### src/rtl/dac_pkg.sv
// Shared types, defaults and the sample conversion helper for the SPI DAC serializer.
package dac_pkg;

  typedef enum logic [2:0] {
    IDLE,
    SETUP,
    SHIFT,
    HOLD,
    GAP
  } dac_state_e;

  localparam int unsigned             DEF_DATA_W    = 12;
  localparam int unsigned             DEF_CTRL_W    = 4;
  localparam logic [DEF_CTRL_W-1:0]   DEF_CTRL_WORD = 4'b0000;
  localparam int unsigned             FRAME_W       = DEF_CTRL_W + DEF_DATA_W;

  // Two's complement to offset binary is a flip of the sample MSB.
  function automatic logic [31:0] to_offset_bin(input logic [31:0] s,
                                                input int unsigned w,
                                                input bit signed_in);
    logic [31:0] msb;
    msb = 32'd1 << (w - 1);
    return signed_in ? (s ^ msb) : s;
  endfunction

endpackage

### src/rtl/dac_spi_serializer_if.sv
// Sample handshake between the upstream filter and the DAC serializer.
interface dac_spi_serializer_if
  import dac_pkg::*;
#(
  parameter int unsigned DATA_W = DEF_DATA_W
);
  logic [DATA_W-1:0] sample_in;
  logic              sample_valid;
  logic              sample_ready;

  modport master (output sample_in, output sample_valid, input  sample_ready);
  modport slave  (input  sample_in, input  sample_valid, output sample_ready);
endinterface

### src/rtl/dac_sclk_gen.sv
// SCLK generator: toggles every HALF_PER cycles while enabled, idles low otherwise.
module dac_sclk_gen #(
  parameter int unsigned HALF_PER = 2
) (
  input  logic clk,
  input  logic rst_n,
  input  logic i_en,
  output logic o_sclk,
  output logic o_rise_pulse,
  output logic o_fall_pulse
);
  localparam int unsigned      CNT_W = (HALF_PER > 1) ? $clog2(HALF_PER) : 1;
  localparam logic [CNT_W-1:0] LAST  = CNT_W'(HALF_PER - 1);

  logic [CNT_W-1:0] r_cnt;
  logic             r_sclk;
  logic             w_wrap;

  assign w_wrap       = i_en && (r_cnt == LAST);
  // Pulses flag the clock edge at which r_sclk is about to change.
  assign o_rise_pulse = w_wrap && !r_sclk;
  assign o_fall_pulse = w_wrap && r_sclk;
  assign o_sclk       = r_sclk;

  always_ff @(posedge clk or negedge rst_n) begin
    if (!rst_n) begin
      r_cnt  <= '0;
      r_sclk <= 1'b0;
    end else if (!i_en) begin
      r_cnt  <= '0;
      r_sclk <= 1'b0;
    end else if (w_wrap) begin
      r_cnt  <= '0;
      r_sclk <= ~r_sclk;
    end else begin
      r_cnt  <= r_cnt + 1'b1;
    end
  end

endmodule

### src/rtl/dac_spi_serializer.sv
// Converts filtered samples to offset binary and ships them as CTRL+DATA frames
// to an SPI DAC (CPOL=0), with a one-entry holding register in front.
module dac_spi_serializer
  import dac_pkg::*;
#(
  parameter int unsigned          DATA_W    = DEF_DATA_W,
  parameter int unsigned          CTRL_W    = DEF_CTRL_W,
  parameter logic [CTRL_W-1:0]    CTRL_WORD = DEF_CTRL_WORD,
  parameter int unsigned          HALF_PER  = 2,
  parameter int unsigned          CS_SETUP  = 1,
  parameter int unsigned          CS_GAP    = 2,
  parameter bit                   SIGNED_IN = 1'b1
) (
  input  logic                  dac_clk,
  input  logic                  reset_n,
  dac_spi_serializer_if.slave   s_if,
  output logic                  dac_cs,
  output logic                  dac_sclk,
  output logic                  dac_sdo,
  output logic                  busy,
  output logic [7:0]            overflow_cnt
);
  localparam int unsigned FW    = CTRL_W + DATA_W;
  localparam int unsigned BIT_W = $clog2(FW);
  localparam int unsigned TMR_W = 16;

  dac_state_e        r_state;
  logic [DATA_W-1:0] r_hold_data;
  logic              r_hold_full;
  logic              r_ready;
  logic [7:0]        r_ovf;
  logic [FW-2:0]     r_shift;
  logic [BIT_W-1:0]  r_bit_cnt;
  logic              r_last;
  logic [TMR_W-1:0]  r_tmr;
  logic              r_cs;
  logic              r_sdo;
  logic              r_busy;

  logic              w_drain;
  logic [DATA_W-1:0] w_data;
  logic [FW-1:0]     w_frame;
  logic              w_sclk;
  logic              w_rise;
  logic              w_fall;

  assign w_drain = (r_state == IDLE) && r_hold_full;
  assign w_data  = DATA_W'(to_offset_bin(32'(r_hold_data), DATA_W, SIGNED_IN));
  assign w_frame = {CTRL_WORD, w_data};

  dac_sclk_gen #(
    .HALF_PER (HALF_PER)
  ) u_sclk_gen (
    .clk          (dac_clk),
    .rst_n        (reset_n),
    .i_en         (r_state == SHIFT),
    .o_sclk       (w_sclk),
    .o_rise_pulse (w_rise),
    .o_fall_pulse (w_fall)
  );

  // A new sample always lands; it only counts as overflow if the old one is lost.
  always_ff @(posedge dac_clk or negedge reset_n) begin
    if (!reset_n) begin
      r_hold_data <= '0;
      r_hold_full <= 1'b0;
      r_ready     <= 1'b1;
      r_ovf       <= '0;
    end else begin
      if (s_if.sample_valid) begin
        r_hold_data <= s_if.sample_in;
        r_hold_full <= 1'b1;
        if (r_hold_full && !w_drain && (r_ovf != 8'hFF))
          r_ovf <= r_ovf + 8'd1;
      end else if (w_drain) begin
        r_hold_full <= 1'b0;
      end
      r_ready <= !(s_if.sample_valid || (r_hold_full && !w_drain));
    end
  end

  always_ff @(posedge dac_clk or negedge reset_n) begin
    if (!reset_n) begin
      r_state   <= IDLE;
      r_shift   <= '0;
      r_bit_cnt <= '0;
      r_last    <= 1'b0;
      r_tmr     <= '0;
      r_cs      <= 1'b1;
      r_sdo     <= 1'b0;
      r_busy    <= 1'b0;
    end else begin
      case (r_state)
        IDLE: begin
          r_cs   <= 1'b1;
          r_busy <= 1'b0;
          r_sdo  <= 1'b0;
          if (r_hold_full) begin
            r_shift   <= w_frame[FW-2:0];
            r_sdo     <= w_frame[FW-1];
            r_bit_cnt <= BIT_W'(FW - 1);
            r_last    <= 1'b0;
            r_tmr     <= TMR_W'(CS_SETUP - 1);
            r_cs      <= 1'b0;
            r_busy    <= 1'b1;
            r_state   <= SETUP;
          end
        end
        SETUP: begin
          if (r_tmr == '0) r_state <= SHIFT;
          else             r_tmr   <= r_tmr - 1'b1;
        end
        SHIFT: begin
          // Bit count advances on the rise so the fall already knows it ends the frame.
          if (w_rise) begin
            r_last <= (r_bit_cnt == '0);
            if (r_bit_cnt != '0) r_bit_cnt <= r_bit_cnt - 1'b1;
          end
          if (w_fall) begin
            if (r_last) begin
              r_state <= HOLD;
            end else begin
              r_sdo   <= r_shift[FW-2];
              r_shift <= {r_shift[FW-3:0], 1'b0};
            end
          end
        end
        HOLD: begin
          r_cs    <= 1'b1;
          r_sdo   <= 1'b0;
          r_tmr   <= TMR_W'(CS_GAP - 1);
          r_state <= GAP;
        end
        GAP: begin
          if (r_tmr == '0) begin
            r_busy  <= 1'b0;
            r_state <= IDLE;
          end else begin
            r_tmr   <= r_tmr - 1'b1;
          end
        end
        default: r_state <= IDLE;
      endcase
    end
  end

  assign s_if.sample_ready = r_ready;
  assign dac_cs            = r_cs;
  assign dac_sclk          = w_sclk;
  assign dac_sdo           = r_sdo;
  assign busy              = r_busy;
  assign overflow_cnt      = r_ovf;

endmodule

### src/flat_wrapper.sv
// flat-port wrapper written by rule: the top's interface ports become plain ports
module dac_spi_serializer_flat import dac_pkg::*;
#(
  parameter int unsigned          DATA_W    = DEF_DATA_W,
  parameter int unsigned          CTRL_W    = DEF_CTRL_W,
  parameter logic [CTRL_W-1:0]    CTRL_WORD = DEF_CTRL_WORD,
  parameter int unsigned          HALF_PER  = 2,
  parameter int unsigned          CS_SETUP  = 1,
  parameter int unsigned          CS_GAP    = 2,
  parameter bit                   SIGNED_IN = 1'b1
)
  (dac_clk, reset_n, dac_cs, dac_sclk, dac_sdo, busy, overflow_cnt, s_if_sample_in, s_if_sample_valid, s_if_sample_ready);
  dac_spi_serializer_if #(.DATA_W(DATA_W)) s_if_i ();
  input  logic dac_clk;
  input  logic reset_n;
  output logic dac_cs;
  output logic dac_sclk;
  output logic dac_sdo;
  output logic busy;
  output logic [7:0] overflow_cnt;
  input wire logic [$bits(s_if_i.sample_in)-1:0] s_if_sample_in;
  input wire logic [$bits(s_if_i.sample_valid)-1:0] s_if_sample_valid;
  output wire logic [$bits(s_if_i.sample_ready)-1:0] s_if_sample_ready;
  assign s_if_i.sample_in = s_if_sample_in;
  assign s_if_i.sample_valid = s_if_sample_valid;
  assign s_if_sample_ready = s_if_i.sample_ready;
  dac_spi_serializer #(.DATA_W(DATA_W), .CTRL_W(CTRL_W), .CTRL_WORD(CTRL_WORD), .HALF_PER(HALF_PER), .CS_SETUP(CS_SETUP), .CS_GAP(CS_GAP), .SIGNED_IN(SIGNED_IN)) u_core (.dac_clk(dac_clk), .reset_n(reset_n), .s_if(s_if_i), .dac_cs(dac_cs), .dac_sclk(dac_sclk), .dac_sdo(dac_sdo), .busy(busy), .overflow_cnt(overflow_cnt));
endmodule
### config.mk
export PLATFORM = sky130hd
export DESIGN_NAME = dac_spi_serializer_flat
export DESIGN_NICKNAME = d
export VERILOG_FILES = /design/src/rtl/dac_pkg.sv /design/src/rtl/dac_spi_serializer_if.sv /design/src/rtl/dac_sclk_gen.sv /design/src/rtl/dac_spi_serializer.sv /design/src/flat_wrapper.sv
export SDC_FILE = /design/constraint.sdc
export NUM_CORES = 1
export LEC_CHECK = 0
export CORE_MARGIN = 4
export CORE_UTILIZATION = 55
export DETAILED_ROUTE_END_ITERATION = 6
export DONT_BUFFER_PORTS = 1
export GPL_TIMING_DRIVEN = 0
export PLACE_DENSITY_LB_ADDON = 0.08
export SLEW_MARGIN = 20
export SYNTH_ARGS = -nofsm -noshare
export SYNTH_HDL_FRONTEND = slang
export SYNTH_SLANG_ARGS = --single-unit
### constraint.sdc
create_clock -name dac_clk -period 2.32 [get_ports dac_clk]
set_clock_uncertainty 0.05 [all_clocks]
set_input_delay 0.464 -clock dac_clk [delete_from_list [all_inputs] [get_ports dac_clk]]
set_output_delay 0.464 -clock dac_clk [all_outputs]
set_load 0.02 [all_outputs]
==> qor.yml <==
status:
  status: "complete, no violations"
worst_hold_path:
  worstHoldPathType: "input port to register"
  min_delay_path_depth: 1
  min-delay-start: "s_if_sample_in[6]"
  worst_hold_path.endpoint: "u_core.r_hold_data[6]"
global_routing:
  grt_max_degree: 67
  grt_pass1_vias: 2263
  grt_pass1_wl_um: 10800
  antenna_found_initial: 0
  gr-total-overflow: 0
  track_usage: 0.192
die:
  rows: 27
  boundaryPins: 28
  die_y_um: 83.9
  dieArea_um2: 7040
  die_w_um: 83.9
  core_um2: 5540
  start_util: 0.572
setup_path:
  rr_startpoint: "u_core.r_tmr[4]"
  worstPathArrival_ns: 2.30
  r2r_slack_ns: 0.19
  r2r_cells: 5
  worst-path-buf-inv: 0
  critPathLaunchType: "register"
  required_ns: 2.49
  path_delay_family: "simple AND/OR/NAND/NOR gates"
  timing_worst_setup_path_type: "register to register"
  path_max_fanout: 5
  cp-end-kind: "register"
  crit_path_start: "u_core.r_tmr[4]"
  critical_path.max_stage_delay_ns: 0.47
  cp_cell_sequence: "nor4_1, nand2b_1, a2111oi_4, nand2_1, mux2_1"
  rr_endpoint: "u_core.r_tmr[12]"
  slowest_stage: "a2111oi_4"
drt:
  via_count: 2287
  route.detailed.drc: 0
  drt-vias-per-instance: 5.56
  wl_per_cell_um: 14.6
  ant_nets: 0
  drt_wl_total_um: 5980
  dr.pass1.iters: 4
  drt-initial-drc-count: 80
timing:
  maxClockFrequency_ghz: 0.470
  rsz0062_at_grt: "false"
  setup_ws_ns: 0.194
  finalSetupViolations: 0
  finalCritPeriodShare: 0.917
  period_minus_slack_ns: 2.13
  fin_setup_tns_ns: 0
  finalHoldViolCount: 0
  slew_viol_final: 0
  relSlewSlack: 0.521
  worst_slew_pin_slew_ns: 0.713
clock_tree:
  cts_buffers: 9
  htreeDepth: 3
  postCtsResizedCells: 0
  clk_pin_slew_ns: 0.07
  clkLatencyLatePin_ns: 0.34
  clockRootBuffer: "clkbuf_8"
  clock_path_buffers: 2
  numClockSinks: 66
  cts_tree: "built"
synthesis:
  syn_area_um2: 3170
  synthCells: 319
  synth_seq_cells: 66
  netlist_top_cells_area: "dfrtp_1, nand2_1, nor2_1, mux2_2, xor2_1"
  yosysMostFrequentCell: "dfrtp_1"
  yosysUniqueCellTypes: 52
  synth_seq_area_share: 0.522
  synthArstFlopShare: 1.00
  syn_nets: 338
  synth_ff_type: "dfrtp_1"
  yosys-top-cells-count: "dfrtp_1, nand2_1, nor2_1"
  synth_edf_count: 0
  yosysTopAreaCell: "dfrtp_1"
  avgSynthCellArea_um2: 9.93
  synth_top_area_frac: 0.506
  yosysWarningCount: 0
pwr:
  p_leak_uw: 0.00150
  powerDensity_nw_per_um2: 1360
  vdd_drop_max_mv: 0.708
layout:
  area_delta_synth_final_pct: 10.7
  drive_gt1_frac: 0.133
  fillers: 480
  n_antenna_cell: 0
  fin_nets: 353
placement:
  gp_congestion: 0.760
  post-place-ws_ns: 0.211
  io_buffers: 0
  dp_hpwl_um: 4080
run:
  maxCapViolCount: 0
==> sequential cells by signal, summed over array words and instances, names as in the netlist <==
register,cells
u_core.busy,1
u_core.r_last,1
u_core.r_hold_data,12
u_core.dac_cs,1
u_core.r_state,3
u_core.r_tmr,16
u_core.dac_sdo,1
u_core.overflow_cnt,8
u_core.s_if.sample_ready,1
u_core.r_bit_cnt,4
u_core.r_shift,15
u_core.r_hold_full,1
u_core.u_sclk_gen.o_sclk,1
u_core.u_sclk_gen.r_cnt,1
==> how the worst max path moves through the flow <==
stage	end	slack, ns	cells after the start
after floorplan	u_core.r_tmr[0]	0.44	4
after global placement	u_core.r_tmr[12]	0.23	5
after detailed placement	u_core.r_tmr[12]	0.21	5
after CTS	u_core.r_tmr[12]	0.18	5
after global routing	u_core.r_tmr[12]	0.04	5
final	u_core.r_tmr[12]	0.19	5
==> final cells by class <==
class,count,area [um2],share of cell area
flip-flops and latches,66,1650,0.472
multi-input cells,224,1400,0.400
clock buffers,11,141,0.0403
inverters,16,60.1,0.0171
plain buffers,13,52.6,0.0150
repair buffers,4,52.6,0.0150
well taps,72,90.1,0.0257
clock inverters,5,55.1,0.0157
==> through the flow <==
step / utilization / power, uW / cell area (um2) / std cells / hold WS, ns
4_1_cts: 0.630 / 4780 / 3490 / 409 / 0.198
3_5_place_dp: 0.588 / 3780 / 3260 / 391 / 0.121
2_1_floorplan: - / 3380 / 3170 / 319 / 0.118
6_report: 0.633 / 4760 / 3510 / 411 / 0.214
5_1_grt: 0.633 / 5180 / 3510 / 411 / 0.190
3_3_place_gp: 0.588 / 3740 / 3260 / 391 / 0.120
==> layout by cell type, fill, tap and decap left out, types with 2 or more instances in the layout <==
master       n
inv_1       16
o21ai_1      9
ha_1         4
and2_1       2
dfrtp_1     64
a21oi_1     14
a2bb2oi_1    2
or3_1        2
nor2b_1      3
clkinvlp_4   2
nand4b_1     2
a31oi_1     12
nor2_1      36
clkbuf_8    10
nor4_1       3
clkinv_2     2
o21ai_0      5
nand4_1     10
nand2b_1     3
xnor2_1      7
o21a_1       2
clkbuf_1    11
xor2_1      11
mux2_2      12
o31ai_1      2
nand3_1     13
dfstp_2      2
or2_1        2
buf_2        3
or2_2        2
buf_4        2
nand2_1     37
nor3_1       6
==> timing repair <==
item,CTS,global route
endpoints found under the setup margin,0,1
hold buffers,2,0
hold endpoints to repair,66,0
setup buffers,0,2
==> power breakdown <==
group	internal (uW)	total, uW	switching, uW
clock	522	949	428
sequential	1510	1870	366
combinational	774	1940	1160
total	2800	4760	1960
==> worst register-to-register path: cells and delay by family (launching register included) <==
kind	cells	cell delay (ns)
and+or+nand+nor	3	0.74
muxes	1	0.32
AOI/OAI and AO/OA	1	0.47
DFF	1	0.43
==> metal layers <==
| metal | track usage | vias to the layer above | wire [um] |
|---|---|---|---|
| met5 | 0 | - | 0 |
| met4 | 0.0702 | 0 | 102 |
| met3 | 0.0770 | 9 | 302 |
| met2 | 0.281 | 39 | 2630 |
| met1 | 0.257 | 1094 | 2950 |
| li1 | - | 1145 | - |
==> kinds of logic (layout without fill, tap and decap cells) <==
group           after synthesis  count (layout)  synth area share
simple gates                130             130             0.205
flops                        66              66             0.522
compound gates               58              58             0.122
buf+inv                      29              49            0.0355
xor+xnor                     18              18            0.0498
mux                          14              14            0.0494
fa+ha+maj                     4               4            0.0158
(Power assumes the default switching activity.)
